<file path="src/rtl/uart_cmd_pkg.sv">
// uart_cmd_pkg: shared definitions for the UART command parser.
//   - parser state encoding
//   - ASCII constants (command letters in lower case, CR, LF, space, digits)
//   - set-time field codes and range limits
//   - small byte-classification helpers
package uart_cmd_pkg;

    typedef enum logic [1:0] {
        ST_IDLE = 2'd0,
        ST_DIG1 = 2'd1,
        ST_DIG2 = 2'd2,
        ST_TERM = 2'd3
    } state_t;

    typedef enum logic [1:0] {
        FIELD_HOUR = 2'd0,
        FIELD_MIN  = 2'd1,
        FIELD_SEC  = 2'd2
    } field_t;

    localparam logic [7:0] ASCII_CR    = 8'h0D;
    localparam logic [7:0] ASCII_LF    = 8'h0A;
    localparam logic [7:0] ASCII_SP    = 8'h20;
    localparam logic [7:0] ASCII_ZERO  = 8'h30;
    localparam logic [7:0] ASCII_NINE  = 8'h39;
    localparam logic [7:0] ASCII_CASE  = 8'h20;  // OR-ing this folds A-Z onto a-z

    localparam logic [7:0] CHR_R = 8'h72;  // 'r' run/stop
    localparam logic [7:0] CHR_C = 8'h63;  // 'c' clear
    localparam logic [7:0] CHR_M = 8'h6D;  // 'm' mode
    localparam logic [7:0] CHR_S = 8'h73;  // 's' sensor
    localparam logic [7:0] CHR_H = 8'h68;  // 'h' set hour
    localparam logic [7:0] CHR_N = 8'h6E;  // 'n' set minute
    localparam logic [7:0] CHR_T = 8'h74;  // 't' set second

    localparam logic [6:0] HOUR_MAX   = 7'd23;
    localparam logic [6:0] MINSEC_MAX = 7'd59;

    function automatic logic is_digit(input logic [7:0] b);
        return (b >= ASCII_ZERO) && (b <= ASCII_NINE);
    endfunction

    function automatic logic is_eol(input logic [7:0] b);
        return (b == ASCII_CR) || (b == ASCII_LF);
    endfunction

    function automatic logic is_blank(input logic [7:0] b);
        return is_eol(b) || (b == ASCII_SP);
    endfunction

endpackage

</file>
<file path="src/rtl/cmd_timeout_timer.sv">
// cmd_timeout_timer: inter-byte timeout counter.
//   i_clk, i_rst : clock, asynchronous active-high reset
//   i_clear      : force count to zero (byte accepted or parser idle)
//   i_enable     : count while a multi-byte command is pending
//   o_expire     : combinational; high in the cycle the count sits at
//                  TIMEOUT_CYC-1 with no clear, so the parser registers
//                  the error on the following edge
module cmd_timeout_timer #(
    parameter int unsigned TIMEOUT_CYC = 100_000_000
) (
    input  logic i_clk,
    input  logic i_rst,
    input  logic i_clear,
    input  logic i_enable,
    output logic o_expire
);

    localparam int unsigned CW = (TIMEOUT_CYC > 1) ? $clog2(TIMEOUT_CYC) : 1;
    localparam logic [CW-1:0] LAST = CW'(TIMEOUT_CYC - 1);

    logic [CW-1:0] r_count;
    logic          w_at_last;

    assign w_at_last = (r_count == LAST);
    assign o_expire  = i_enable && !i_clear && w_at_last;

    always_ff @(posedge i_clk or posedge i_rst) begin
        if (i_rst) begin
            r_count <= '0;
        end else if (i_clear || !i_enable || w_at_last) begin
            r_count <= '0;
        end else begin
            r_count <= r_count + 1'b1;
        end
    end

endmodule

</file>
<file path="src/rtl/uart_cmd_parser.sv">
// uart_cmd_parser: decodes single-letter commands and "<H|N|T>dd<CR|LF>"
// set-time commands from a UART byte stream. All outputs are registered and
// pulse one cycle after the rx_done that caused them.
//   clk, rst      : clock, asynchronous active-high reset
//   rx_data/done  : received byte and its one-cycle strobe
//   cmd_*         : run/clear/mode/sensor command pulses
//   set_valid     : set-time pulse; set_field/set_value hold last valid value
//   cmd_err       : parse, range or inter-byte timeout error pulse
//   echo_*        : byte echo to transmitter (echo_busy input)
// Optional feature: define UART_CMD_ECHO_EN to echo each received byte;
// otherwise echo_start/echo_data are tied to 0 and echo_busy is ignored.
module uart_cmd_parser
    import uart_cmd_pkg::*;
#(
    parameter int unsigned TIMEOUT_CYC = 100_000_000
) (
    input  logic       clk,
    input  logic       rst,
    input  logic [7:0] rx_data,
    input  logic       rx_done,
    output logic       cmd_run,
    output logic       cmd_clear,
    output logic       cmd_mode,
    output logic       cmd_sensor,
    output logic       set_valid,
    output logic [1:0] set_field,
    output logic [6:0] set_value,
    output logic       cmd_err,
    output logic [7:0] echo_data,
    output logic       echo_start,
    input  logic       echo_busy
);

    state_t     r_state;
    field_t     r_field_pend;
    logic [3:0] r_tens;
    logic [3:0] r_units;
    logic       r_run, r_clear, r_mode, r_sensor, r_set_valid, r_err;
    logic [1:0] r_set_field;
    logic [6:0] r_set_value;

    logic [7:0] w_lc;
    logic [6:0] w_value;
    logic [6:0] w_limit;
    logic       w_expire;
    logic       w_tmr_clear;
    logic       w_tmr_enable;

    assign w_lc    = rx_data | ASCII_CASE;
    assign w_value = 7'(r_tens) * 7'd10 + 7'(r_units);
    assign w_limit = (r_field_pend == FIELD_HOUR) ? HOUR_MAX : MINSEC_MAX;

    assign w_tmr_enable = (r_state != ST_IDLE);
    assign w_tmr_clear  = rx_done || (r_state == ST_IDLE);

    cmd_timeout_timer #(
        .TIMEOUT_CYC (TIMEOUT_CYC)
    ) u_timer (
        .i_clk    (clk),
        .i_rst    (rst),
        .i_clear  (w_tmr_clear),
        .i_enable (w_tmr_enable),
        .o_expire (w_expire)
    );

    always_ff @(posedge clk or posedge rst) begin
        if (rst) begin
            r_state      <= ST_IDLE;
            r_field_pend <= FIELD_HOUR;
            r_tens       <= '0;
            r_units      <= '0;
            r_run        <= 1'b0;
            r_clear      <= 1'b0;
            r_mode       <= 1'b0;
            r_sensor     <= 1'b0;
            r_set_valid  <= 1'b0;
            r_err        <= 1'b0;
            r_set_field  <= '0;
            r_set_value  <= '0;
        end else begin
            r_run       <= 1'b0;
            r_clear     <= 1'b0;
            r_mode      <= 1'b0;
            r_sensor    <= 1'b0;
            r_set_valid <= 1'b0;
            r_err       <= 1'b0;
            // A byte arriving in the expiry cycle takes priority over the timeout.
            if (rx_done) begin
                case (r_state)
                    ST_IDLE: begin
                        case (w_lc)
                            CHR_R: r_run    <= 1'b1;
                            CHR_C: r_clear  <= 1'b1;
                            CHR_M: r_mode   <= 1'b1;
                            CHR_S: r_sensor <= 1'b1;
                            CHR_H: begin r_field_pend <= FIELD_HOUR; r_state <= ST_DIG1; end
                            CHR_N: begin r_field_pend <= FIELD_MIN;  r_state <= ST_DIG1; end
                            CHR_T: begin r_field_pend <= FIELD_SEC;  r_state <= ST_DIG1; end
                            default: r_err <= !is_blank(rx_data);
                        endcase
                    end
                    ST_DIG1: begin
                        if (is_digit(rx_data)) begin
                            r_tens  <= rx_data[3:0];
                            r_state <= ST_DIG2;
                        end else begin
                            r_err   <= 1'b1;
                            r_state <= ST_IDLE;
                        end
                    end
                    ST_DIG2: begin
                        if (is_digit(rx_data)) begin
                            r_units <= rx_data[3:0];
                            r_state <= ST_TERM;
                        end else begin
                            r_err   <= 1'b1;
                            r_state <= ST_IDLE;
                        end
                    end
                    default: begin
                        if (is_eol(rx_data) && (w_value <= w_limit)) begin
                            r_set_valid <= 1'b1;
                            r_set_field <= r_field_pend;
                            r_set_value <= w_value;
                        end else begin
                            r_err <= 1'b1;
                        end
                        r_state <= ST_IDLE;
                    end
                endcase
            end else if (w_expire) begin
                r_err   <= 1'b1;
                r_state <= ST_IDLE;
            end
        end
    end

    assign cmd_run    = r_run;
    assign cmd_clear  = r_clear;
    assign cmd_mode   = r_mode;
    assign cmd_sensor = r_sensor;
    assign set_valid  = r_set_valid;
    assign set_field  = r_set_field;
    assign set_value  = r_set_value;
    assign cmd_err    = r_err;

`ifdef UART_CMD_ECHO_EN
    logic       r_echo_start;
    logic [7:0] r_echo_data;

    // A busy transmitter drops the byte; there is no echo queue.
    always_ff @(posedge clk or posedge rst) begin
        if (rst) begin
            r_echo_start <= 1'b0;
            r_echo_data  <= '0;
        end else begin
            r_echo_start <= rx_done && !echo_busy;
            if (rx_done && !echo_busy) begin
                r_echo_data <= rx_data;
            end
        end
    end

    assign echo_start = r_echo_start;
    assign echo_data  = r_echo_data;
`else
    logic w_unused_echo_busy;

    assign w_unused_echo_busy = echo_busy;
    assign echo_start = 1'b0;
    assign echo_data  = '0;
`endif

endmodule
</file>
<file path="config.mk">
export PLATFORM = sky130hd
export DESIGN_NAME = uart_cmd_parser
export DESIGN_NICKNAME = d
export VERILOG_FILES = /design/src/rtl/uart_cmd_pkg.sv /design/src/rtl/cmd_timeout_timer.sv /design/src/rtl/uart_cmd_parser.sv
export SDC_FILE = /design/constraint.sdc
export NUM_CORES = 1
export LEC_CHECK = 0
export ABC_AREA = 1
export BUFFER_PORTS_ARGS = -buffer_cell sky130_fd_sc_hd__buf_2
export CORE_MARGIN = 4
export CORE_UTILIZATION = 60
export CTS_BUF_LIST = sky130_fd_sc_hd__clkbuf_2
export DETAILED_ROUTE_END_ITERATION = 8
export MAX_ROUTING_LAYER = met4
export PLACE_DENSITY = 0.83
export SETUP_SLACK_MARGIN = 0.3
export SYNTH_ARGS = -nofsm -noshare
export SYNTH_HDL_FRONTEND = slang
export SYNTH_SLANG_ARGS = --single-unit
</file>
<file path="constraint.sdc">
create_clock -name clk -period 5.2 [get_ports clk]
set_input_delay 1.04 -clock clk [delete_from_list [all_inputs] [get_ports clk]]
set_output_delay 1.04 -clock clk [all_outputs]
set_load 0.02 [all_outputs]
</file>
==> results.ini, run 1 <==
[outcome]
outcome=complete, no violations

[final_layout]
num-nets-final=480
filler_cell_count=451
commonest_non_fill_non_tap_cells_in_the_layout=sky130_fd_sc_hd__nand2_1, sky130_fd_sc_hd__nor2_1, sky130_fd_sc_hd__dfrtp_1, sky130_fd_sc_hd__inv_1, sky130_fd_sc_hd__nand3_1
total_inserted_antenna_cells=0
area_growth_pct=6.60
leading_cell_type_in_the_layout_fill_and_taps_excluded=sky130_fd_sc_hd__nand2_1
final_cell_utilization_of_the_core=0.675
drive_above_1_share=0.139

[placed_design]
place.port_buffers=25
place_congestion=0.938
detailedPlacementHpwl_um=5120

[critical_path]
cp_cell_sequence=ha_1, ha_1, fa_1, xor2_1, ha_1, inv_1, nor2_1, nand3_1, nand2_1, nand2_2, nand3_4, nand2_1, nand2_1
criticalPathCategory=reg -> reg
critical_path_s_top_delay_family=adder cells
cpPeakStageDelay_ns=0.52
crit_slowest_cell=sky130_fd_sc_hd__fa_1
critPathCaptureType=flop
timing.critical_path.fanout_max=10
critPathBufInv=1
critical_path_arrival_ns=3.21
critPathLaunchType=flop
cp_num_cells=13
worstRegToRegCells=13
required_ns=5.59

[job]
maxCapViolCount=0

[synthesis]
synthArstFlopShare=1.00
synth_seq_cells=54
postSynthAreaPerCell_um2=7.84
main_synth_ff_type=sky130_fd_sc_hd__dfrtp_1
synth.distinct_cells=35
yosysTopAreaCellShare=0.407
synthTopCellsByArea=sky130_fd_sc_hd__dfrtp_1, sky130_fd_sc_hd__nand2_1, sky130_fd_sc_hd__nor2_1, sky130_fd_sc_hd__ha_1, sky130_fd_sc_hd__inv_1
synthCells=423
share_of_synthesized_area_occupied_by_flip_flops_and_latches=0.407
synth.largest_area_cell=sky130_fd_sc_hd__dfrtp_1
syn_area_um2=3320
ys.warnings.count=0
edff_count_synth=0

[routing]
drt_iter0_markers=130
drc=0
drt-vias-per-instance=5.35
postRouteAntennaNets=0
wirelength_um=6610
drt-pass1-iter-count=4
detail_route.wl_per_cell_um=12.7
vias_after_detailed_routing=2792

[sta]
final-max-slew-violation-count=0
relSlewSlack=0.265
clock-skew-final_ns=0.0214
setup_tns_ns=0
whs_ns=0.506
final-setup-viol-count=0
unrepaired_setup_endpoints_after_global_routing=false
worst_slew_pin_slew_ns=1.10
finalWorstPathRequiredPeriod_ns=2.82
hold_violations=0
layout_worst_path_cycle_share=0.543
max_freq_ghz=0.354

[floorplanning]
starting_utilization_of_the_core_area=0.633
floorplan.die.height_um=82.4
floorplan.rows=26
dieArea_um2=6780
io-pin-count=36
core_region_area_um2=5240
floorplan.die.width_um=82.4

[min_path]
hold_removal_path_class=reg -> reg
holdPathStages=2

[clock_network]
max-clock-path-buffers=2
cts_clock_pin_slew_for_the_worst_setup_and_hold_paths_ns=0.26
post_cts.repair.setup_buffers=0
clk_sinks=54
cts-resized-gates=0
ctsHtreeMaxLevel=2
tritoncts_clock_tree=built
insertion_delay_ns=0.48
cts.hold.buffers_added=0
clock-root-buffer=sky130_fd_sc_hd__clkbuf_2
clock_buffer_count_from_cts=5

[power]
power.static_leakage_uw=0.00168
p_per_area_nw_per_um2=253
vdd.ir_drop.worst_mv=0.129

[grt]
gr_overflow_total=0
grt_pass1_vias=2664
grt_max_degree=55
global_route_wire_length_before_repair_um=11600
globalRouteTotalUtil=0.228
grt_antenna_before_repair=0

==> worst register-to-register path, stage by stage (launching register included) <==
cell                      delay (ns)
sky130_fd_sc_hd__dfrtp_1        0.50
sky130_fd_sc_hd__ha_1           0.33
sky130_fd_sc_hd__ha_1           0.21
sky130_fd_sc_hd__fa_1           0.52
sky130_fd_sc_hd__xor2_1         0.20
sky130_fd_sc_hd__ha_1           0.29
sky130_fd_sc_hd__inv_1          0.06
sky130_fd_sc_hd__nor2_1         0.04
sky130_fd_sc_hd__nand3_1        0.08
sky130_fd_sc_hd__nand2_1        0.06
sky130_fd_sc_hd__nand2_2        0.16
sky130_fd_sc_hd__nand3_4        0.15
sky130_fd_sc_hd__nand2_1        0.09
sky130_fd_sc_hd__nand2_1        0.05
==> cells by family (layout without fill, tap and decap cells) <==
| group | count (synthesis) | after routing | synth area share |
|---|---|---|---|
| AO/OA/AOI/OAI | 28 | 28 | 0.0449 |
| adder cells (fa/ha/maj) | 17 | 17 | 0.0687 |
| buffers and inverters | 59 | 80 | 0.0815 |
| flip-flops | 54 | 54 | 0.407 |
| AND/OR/NAND/NOR | 247 | 247 | 0.352 |
| other | 1 | 9 | 0.00113 |
| XOR/XNOR | 17 | 17 | 0.0449 |
==> area by class of cell <==
type                            instances  area (um^2)  share of cell area
Clock buffer                            5         25.0             0.00708
Clock inverter                          3         45.0              0.0127
Inverter                               47          176              0.0499
Multi-Input combinational cell        318         1730               0.488
Sequential cell                        54         1350               0.382
Tap cell                               70         87.6              0.0248
Timing Repair Buffer                   25          125              0.0354
==> sequential cells by signal (all words and copies together), names as in the netlist, 2 cells and up <==
signal,flops
r_units,4
r_field_pend,2
set_field,2
r_tens,4
r_state,2
u_timer.r_count,27
set_value,7
==> metrics by stage <==
step | setup WS [ns] | instance area (um^2) | std cells | power (uW)
after floorplan | 2.66 | 3350 | 431 | 637
after global placement | 2.50 | 3470 | 514 | 666
after detailed placement | 2.41 | 3470 | 514 | 681
after CTS | 2.36 | 3540 | 522 | 901
after global routing | 2.15 | 3540 | 522 | 955
final | 2.38 | 3540 | 522 | 896
==> worst paths after layout <==
path	end	startpoint	slack [ns]
max	set_value[0]$_DFFE_PP0P_	r_tens[1]$_DFFE_PP0P_	2.38
min	set_value[5]$_DFFE_PP0P_	set_value[5]$_DFFE_PP0P_	0.51
max reg2reg	set_value[0]$_DFFE_PP0P_	r_tens[1]$_DFFE_PP0P_	2.38
min reg2reg	set_value[5]$_DFFE_PP0P_	set_value[5]$_DFFE_PP0P_	0.51
max in group asynchronous	u_timer.r_count[14]$_DFF_PP0_	rst	3.74
min in group asynchronous	u_timer.r_count[22]$_DFF_PP0_	rst	0.79
==> where the power goes <==
part           leakage (uW)  switching [uW]  internal (uW)  total (uW)
Combinational      0.000897             145           67.4         213
Sequential         0.000749            21.9            440         462
Clock             0.0000352             141           80.3         221
Total               0.00168             308            588         896
==> synthesized netlist by cell type, drive strengths merged (2+ instances only) <==
cell type / number
buf: 11
nor4: 2
dfrtp: 54
a21oi: 8
nand3: 35
inv: 46
nand4: 17
nand2: 103
ha: 15
fa: 2
nor3: 16
nor2: 69
xnor2: 5
nor3b: 3
xor2: 12
o21ai: 16
==> per-layer routing <==
| metal | part of all wire | GRT usage | vias up |
|---|---|---|---|
| met5 | 0 | - | - |
| met4 | 0.019 | 0.0963 | 0 |
| met3 | 0.054 | 0.0358 | 12 |
| met2 | 0.44 | 0.346 | 70 |
| met1 | 0.49 | 0.304 | 1304 |
| li1 | - | - | 1406 |
(Power assumes the default switching activity.)
==> run 2: changes to the inputs <==
--- a/config.mk
+++ b/config.mk
@@ -8,11 +8,11 @@
 export ABC_AREA = 1
 export BUFFER_PORTS_ARGS = -buffer_cell sky130_fd_sc_hd__buf_2
 export CORE_MARGIN = 4
-export CORE_UTILIZATION = 60
+export CORE_UTILIZATION = 55
 export CTS_BUF_LIST = sky130_fd_sc_hd__clkbuf_2
 export DETAILED_ROUTE_END_ITERATION = 8
 export MAX_ROUTING_LAYER = met4
-export PLACE_DENSITY = 0.83
+export PLACE_DENSITY = 0.8
 export SETUP_SLACK_MARGIN = 0.3
 export SYNTH_ARGS = -nofsm -noshare
 export SYNTH_HDL_FRONTEND = slang
==> constraint.sdc (replaced) <==
create_clock -name clk -period 2.5 [get_ports clk]
set_input_delay 0.5 -clock clk [delete_from_list [all_inputs] [get_ports clk]]
set_output_delay 0.5 -clock clk [all_outputs]
set_load 0.02 [all_outputs]
==> run 2 against run 1 <==
Compared with the run above: the run now ends with negative setup slack left; clock skew is 0.013 ns higher; sequential power is 110% higher; via count is 3.1% higher; core utilization is 4.6 points lower; die area is 8.2% higher.
==> results.ini, run 2 (synthesis results as in run 1) <==
[grt]
grt_use_met2=0.304  ; -0.0418
met1_track_utilization_from_global_routing=0.272  ; -0.0326
busiest_layer=met2
global_route_wire_length_before_repair_um=11400  ; -1.5%
grt_antenna_before_repair=0  ; unchanged
grt_pass1_vias=2613  ; -1.9%
met3_usage=0.0317  ; -0.00409
gr_overflow_total=0  ; unchanged
grt_max_degree=55  ; unchanged
globalRouteTotalUtil=0.196  ; -0.0322

[final_layout]
leading_cell_type_in_the_layout_fill_and_taps_excluded=sky130_fd_sc_hd__nand2_1
largest_register_ff_count=27  ; unchanged
total_inserted_antenna_cells=0  ; unchanged
drive_above_1_share=0.190  ; +0.0508
final_cells=543  ; +4.0%
registers.top_by_ff_count=u_timer.r_count
commonest_non_fill_non_tap_cells_in_the_layout=sky130_fd_sc_hd__nand2_1, sky130_fd_sc_hd__nor2_1, sky130_fd_sc_hd__dfrtp_1, sky130_fd_sc_hd__inv_1, sky130_fd_sc_hd__nand3_1
postLayoutCellArea_um2=3700  ; +4.6%
area_growth_pct=11.5
num-nets-final=496  ; +3.3%

[floorplanning]
starting_utilization_of_the_core_area=0.564  ; -0.0697
io-pin-count=36  ; unchanged
floorplan.die.height_um=85.7  ; +4.0%
dieArea_um2=7340  ; +8.2%
core_region_area_um2=5890  ; +12%
floorplan.rows=28  ; +7.7%
floorplan.die.width_um=85.7  ; +4.0%

[placed_design]
placed_cell_area_um2=3520  ; +1.7%
place_congestion=0.948  ; +1.0%
detailedPlacementHpwl_um=5180  ; +1.2%
numPlacedInstances=525  ; +2.1%
place.port_buffers=25  ; unchanged

[sta]
finalWorstPathRequiredPeriod_ns=2.61  ; -0.211 ns
final-max-slew-violation-count=0  ; unchanged
worst_slew_pin_slew_ns=0.662  ; -0.440 ns
clock-skew-final_ns=0.0345  ; +0.0131 ns
layout_worst_path_cycle_share=1.04  ; +0.502
unrepaired_setup_endpoints_after_global_routing=true
final-setup-viol-count=11  ; +11
setup_tns_ns=-0.832  ; -0.832 ns
relSlewSlack=0.559  ; +0.294
final.setup.worst_slack_ns=-0.111  ; -2.49 ns
hold_violations=0  ; unchanged
max_freq_ghz=0.383  ; +8.1%

[critical_path]
criticalPathCategory=reg -> reg
required_ns=2.89  ; -2.70 ns
crit_slowest_cell=sky130_fd_sc_hd__fa_2
reg2reg_slack_ns=-0.11  ; -2.49 ns
critPathBufInv=2  ; +1
critPathMostFrequentCell=sky130_fd_sc_hd__ha_1
critical_path_arrival_ns=3.00  ; -0.21 ns
critPathCaptureType=flop
cp_cell_sequence=ha_1, ha_2, fa_2, xor2_2, ha_1, inv_1, nor2_1, nand3_1, nand2_2, nand2_4, buf_4, nand4_1, nand2_1
cpPeakStageDelay_ns=0.56  ; +0.04 ns
critical_path_s_top_delay_family=adder cells
critPathLaunchType=flop
timing.critical_path.fanout_max=8  ; -2

[routing]
detail_route.wl_per_cell_um=12.4  ; -2.0%
drc=0  ; unchanged
drt-pass1-iter-count=4  ; unchanged
drt-vias-per-instance=5.30  ; -0.87%
wirelength_um=6740  ; +2.0%
drt_iter0_markers=150  ; +15%
vias_after_detailed_routing=2879  ; +3.1%
postRouteAntennaNets=0  ; unchanged

[clock_network]
insertion_delay_ns=0.47  ; about the same
ctsHtreeMaxLevel=2  ; unchanged
tritoncts_clock_tree=built
max-clock-path-buffers=2  ; unchanged
clk_sinks=54  ; unchanged
clock_buffer_count_from_cts=5  ; unchanged
cts_clock_pin_slew_for_the_worst_setup_and_hold_paths_ns=0.30  ; +0.04 ns
clock-root-buffer=sky130_fd_sc_hd__clkbuf_2

[outcome]
outcome=complete, but fails checks
failed_checks=negative setup slack

[power]
power.static_leakage_uw=0.00176  ; +4.4%
p_per_area_nw_per_um2=507  ; +100%
vdd.ir_drop.worst_mv=0.253  ; +96%

[min_path]
hold_removal_path_class=in -> async

[job]
maxCapViolCount=0  ; unchanged

## run 2: changes by cell type in the layout (fill, tap and decap cells not counted), moves of 2 or more
| cell | before | now |
|---|---|---|
| sky130_fd_sc_hd__clkinv_4 | 0 | 2 |
| sky130_fd_sc_hd__clkinvlp_4 | 2 | 0 |
| sky130_fd_sc_hd__buf_4 | 0 | 13 |
| sky130_fd_sc_hd__buf_6 | 0 | 2 |
| sky130_fd_sc_hd__nand2_1 | 96 | 91 |
| sky130_fd_sc_hd__nand2_2 | 6 | 10 |
## run 2: timing repair
| item | CTS | global route |
|---|---|---|
| setup buffers | 5 | 4 |
| gates cloned | 1 | 0 |
| hold buffers | 0 | 0 |
| pin swaps | 3 | 8 |
| resized for setup | 3 | 9 |
| setup endpoints to repair | 11 | 11 |
## run 2: worst paths after layout
check	from	endpoint	cells past startpoint
setup / recovery	r_tens[1]$_DFFE_PP0P_	set_value[0]$_DFFE_PP0P_	13
hold / removal	rst	set_value[6]$_DFFE_PP0P_	3
setup reg to reg	r_tens[1]$_DFFE_PP0P_	set_value[0]$_DFFE_PP0P_	13
hold reg to reg	set_field[1]$_DFFE_PP0P_	set_field[1]$_DFFE_PP0P_	2
max in group asynchronous	rst	r_units[3]$_DFFE_PP0P_	3
min in group clk	rx_data[6]	cmd_run$_DFF_PP0_	3
## run 2: stage by stage
| stage | utilization | power (uW) | worst slack [ns] | hold WS, ns |
|---|---|---|---|---|
| after CTS | 0.618 | 1870 | -0.102 | 0.166 |
| after floorplan | - | 1330 | -0.00240 | 0.457 |
| after global placement | 0.599 | 1420 | -0.0974 | 0.443 |
| after global routing | 0.629 | 2000 | -0.227 | 0.168 |
| after detailed placement | 0.599 | 1440 | -0.141 | 0.452 |
| final | 0.629 | 1880 | -0.111 | 0.145 |
## run 2: power by group
| group | switching [uW] | internal, uW |
|---|---|---|
| registers | 36.4 | 916 |
| logic | 336 | 209 |
| clock network | 297 | 81.2 |
## run 2: final cells by class
| class | count | area [um^2] |
|---|---|---|
| Clock inverter | 3 | 28.8 |
| Timing Repair Buffer | 40 | 245 |
| Sequential cell | 54 | 1350 |
| Multi-Input combinational cell | 319 | 1780 |
| Tap cell | 75 | 93.8 |
| Inverter | 47 | 176 |
| Clock buffer | 5 | 25.0 |
| Fill cell | 516 | 2190 |
## run 2: metal layers
metal  vias to the layer above  share of wire
met3                         7          0.057
met2                        84           0.45
met1                      1344           0.48
li1                       1444              -
met5                         -              0
met4                         0          0.012
## run 2: tightest hold or removal path: stages
cell and delay, ns:
sky130_fd_sc_hd__buf_2 0.10, sky130_fd_sc_hd__inv_2 0.03, sky130_fd_sc_hd__buf_4 0.52
==> run 3: changes to the inputs <==
--- a/config.mk
+++ b/config.mk
@@ -16,4 +16,5 @@
 export SETUP_SLACK_MARGIN = 0.3
 export SYNTH_ARGS = -nofsm -noshare
 export SYNTH_HDL_FRONTEND = slang
+export SYNTH_HIERARCHICAL = 1
 export SYNTH_SLANG_ARGS = --single-unit
==> run 3 against run 2 <==
Compared with the run above: the flow still finishes with violations (negative setup slack); routed wire length rose by 4.9%; design area rose by 2.6%; clock-buffer cell count did not move; synthesized cell count rose by 9.7%; register-to-register slack got worse by 0.17 ns; via count rose by 2.6%; die area rose by 2.3%; cell count rose by 7.4%; largest power group unchanged.
==> results.ini, run 3 <==
[outcome]
outcome=complete, but fails checks
failed_checks=negative setup slack

[floorplanning]
core_region_area_um2=5960  ; +1.2%
floorplan.die.width_um=86.6  ; +1.1%
dieArea_um2=7510  ; +2.3%
starting_utilization_of_the_core_area=0.571  ; +0.00766
io-pin-count=36  ; unchanged
floorplan.rows=28  ; unchanged
floorplan.die.height_um=86.6  ; +1.1%

[final_layout]
commonest_non_fill_non_tap_cells_in_the_layout=sky130_fd_sc_hd__nand2_1, sky130_fd_sc_hd__nor2_1, sky130_fd_sc_hd__dfrtp_1, sky130_fd_sc_hd__inv_1, sky130_fd_sc_hd__nand3_1
postLayoutCellArea_um2=3800  ; +2.6%
total_inserted_antenna_cells=0  ; unchanged
leading_cell_type_in_the_layout_fill_and_taps_excluded=sky130_fd_sc_hd__nand2_1
area_growth_pct=11.6  ; about the same
largest_register_ff_count=27  ; unchanged
final_cells=583  ; +7.4%
num-nets-final=537  ; +8.3%
registers.top_by_ff_count=u_timer/r_count
drive_above_1_share=0.185  ; -0.00513

[routing]
drt_iter0_markers=238  ; +59%
drc=0  ; unchanged
wirelength_um=7070  ; +4.9%
vias_after_detailed_routing=2955  ; +2.6%
drt-pass1-iter-count=5  ; +1
detail_route.wl_per_cell_um=12.1  ; -2.3%
postRouteAntennaNets=0  ; unchanged
drt-vias-per-instance=5.07  ; -4.4%

[grt]
globalRouteTotalUtil=0.216  ; +0.0201
global_route_wire_length_before_repair_um=12600  ; +9.9%
grt_pass1_vias=2838  ; +8.6%
grt_max_degree=28  ; -49%
gr_overflow_total=0  ; unchanged
grt_antenna_before_repair=0  ; unchanged

[sta]
final-max-slew-violation-count=0  ; unchanged
clock-skew-final_ns=0.0183  ; -0.0163 ns
relSlewSlack=0.328  ; -0.231
worst_slew_pin_slew_ns=1.01  ; +0.345 ns
final.setup.worst_slack_ns=-0.277  ; -0.166 ns
final-setup-viol-count=11  ; unchanged
max_freq_ghz=0.360  ; -6.0%
layout_worst_path_cycle_share=1.11  ; +0.0664
finalWorstPathRequiredPeriod_ns=2.78  ; +0.166 ns
hold_violations=0  ; unchanged
unrepaired_setup_endpoints_after_global_routing=true

[power]
vdd.ir_drop.worst_mv=0.322  ; +28%
power.static_leakage_uw=0.00179  ; +2.1%
finalPower_uw=2300  ; +23%
p_per_area_nw_per_um2=605  ; +19%

[synthesis]
synth_seq_cells=54  ; unchanged
synth.distinct_cells=30  ; -14%
edff_count_synth=0  ; unchanged
ys.warnings.count=6  ; +6
postSynthAreaPerCell_um2=7.33  ; -6.5%
synth.largest_area_cell=sky130_fd_sc_hd__dfrtp_1
synth.most_common_cell=sky130_fd_sc_hd__nand2_1
synth_top_cells_by_count=sky130_fd_sc_hd__nand2_1, sky130_fd_sc_hd__nor2_1, sky130_fd_sc_hd__dfrtp_1
share_of_synthesized_area_occupied_by_flip_flops_and_latches=0.397  ; -0.0102
yosysTopAreaCellShare=0.397  ; -0.0102
syn_area_um2=3400  ; +2.6%
main_synth_ff_type=sky130_fd_sc_hd__dfrtp_1
synthTopCellsByArea=sky130_fd_sc_hd__dfrtp_1, sky130_fd_sc_hd__nand2_1, sky130_fd_sc_hd__nor2_1, sky130_fd_sc_hd__ha_1, sky130_fd_sc_hd__inv_1
synthArstFlopShare=1.00  ; unchanged
synthCells=464  ; +9.7%

[critical_path]
criticalPathCategory=reg -> reg
critPathLaunchType=flop
timing.critical_path.fanout_max=8  ; unchanged
timing.rr.start=r_tens[1]$_DFFE_PP0P_
reg2reg_slack_ns=-0.28  ; -0.17 ns
critPathCaptureType=flop
required_ns=2.87  ; -0.02 ns
critical_path.reg2reg.endpoint=set_value[0]$_DFFE_PP0P_
worstRegToRegCells=14  ; +1
critical_path_arrival_ns=3.15  ; +0.15 ns

[placed_design]
numPlacedInstances=574  ; +9.3%
pre_cts_ws_ns=-0.356  ; -0.215 ns
placed_cell_area_um2=3660  ; +3.8%
place.port_buffers=25  ; unchanged
place_congestion=0.898  ; -5.2%
detailedPlacementHpwl_um=5500  ; +6.3%

[clock_network]
clock-root-buffer=sky130_fd_sc_hd__clkbuf_2
ctsHtreeMaxLevel=2  ; unchanged
post_cts.repair.setup_buffers=0  ; -5
tritoncts_clock_tree=built
cts.hold.buffers_added=0  ; unchanged
insertion_delay_ns=0.45  ; -0.02 ns
max-clock-path-buffers=2  ; unchanged
cts_clock_pin_slew_for_the_worst_setup_and_hold_paths_ns=0.28  ; -0.02 ns
clk_sinks=54  ; unchanged
clock_buffer_count_from_cts=5  ; unchanged

[min_path]
hold_removal_path_class=in -> async

[job]
maxCapViolCount=0  ; unchanged

## run 3: critical path: stages (launching register included)
cell and delay (ns):
sky130_fd_sc_hd__dfrtp_1 0.45, sky130_fd_sc_hd__ha_1 0.29, sky130_fd_sc_hd__ha_2 0.16, sky130_fd_sc_hd__inv_2 0.04, sky130_fd_sc_hd__fa_2 0.55, sky130_fd_sc_hd__xor2_2 0.17, sky130_fd_sc_hd__inv_2 0.06, sky130_fd_sc_hd__ha_4 0.26
sky130_fd_sc_hd__nand3_2 0.06, sky130_fd_sc_hd__nor3_2 0.10, sky130_fd_sc_hd__nand3_1 0.10, sky130_fd_sc_hd__nand2_2 0.15, sky130_fd_sc_hd__nand3_4 0.16, sky130_fd_sc_hd__nand2_2 0.10, sky130_fd_sc_hd__o21ai_2 0.05
## run 3: layout make-up
type                       instances  area [um^2]
fill                             546         2160
multi-input combinational        347         1820
sequential                        54         1350
timing repair buffer              39          234
inverter                          60          225
tap                               75         93.8
clock inverter                     3         45.0
clock buffer                       5         25.0
## run 3: metal layers
| layer | part of all wire | track usage | routed length, um |
|---|---|---|---|
| met1 | 0.46 | 0.288 | 3230 |
| met2 | 0.46 | 0.341 | 3280 |
| met5 | 0 | - | 0 |
| met4 | 0.012 | 0.0595 | 85 |
| met3 | 0.066 | 0.0371 | 469 |
## run 3: kinds of logic (layout without fill, tap and decap cells)
kind of cell / count (synthesis) / in the layout / synth area share
adder cells (fa/ha/maj): 18 / 18 / 0.0706
AO/OA/AOI/OAI: 28 / 28 / 0.0508
flip-flops: 54 / 54 / 0.397
other: 1 / 9 / 0.00110
AND/OR/NAND/NOR: 273 / 274 / 0.338
buffers and inverters: 72 / 107 / 0.0960
XOR/XNOR: 18 / 18 / 0.0463
## run 3: power breakdown
group          switching [uW]  total, uW  internal (uW)
logic                     501        874            372
registers                46.9        973            926
clock network             285        452            167
total                     833       2300           1470
## run 3: worst max path at each step
stage	startpoint	end	slack, ns	cells after the start
global route	r_tens[0]$_DFFE_PP0P_	set_value[0]$_DFFE_PP0P_	-0.47	14
detailed placement	r_tens[1]$_DFFE_PP0P_	set_value[4]$_DFFE_PP0P_	-0.36	14
global placement	r_tens[1]$_DFFE_PP0P_	set_value[5]$_DFFE_PP0P_	-0.29	14
finish	r_tens[1]$_DFFE_PP0P_	set_value[0]$_DFFE_PP0P_	-0.28	14
floorplan	r_tens[1]$_DFFE_PP0P_	set_value[0]$_DFFE_PP0P_	-0.26	15
CTS	r_tens[3]$_DFFE_PP0P_	set_field[1]$_DFFE_PP0P_	-0.37	15
## run 3: timing repair
item / CTS / global route
cloned: 1 / 0
endpoints found under the setup margin: 11 / 11
pin swaps: 10 / 8
hold endpoints to repair: 0 / 0
resized for setup: 10 / 3
## run 3: per-stage QoR
stage          setup TNS [ns]  hold WS (ns)   util
3_5_place_dp            -3.61         0.467  0.614
4_1_cts                 -3.74        0.0555  0.636
5_1_grt                 -4.80        0.0323  0.637
2_1_floorplan           -2.15         0.463      -
6_report                -2.78        0.0617  0.637
3_3_place_gp            -2.85         0.455  0.614
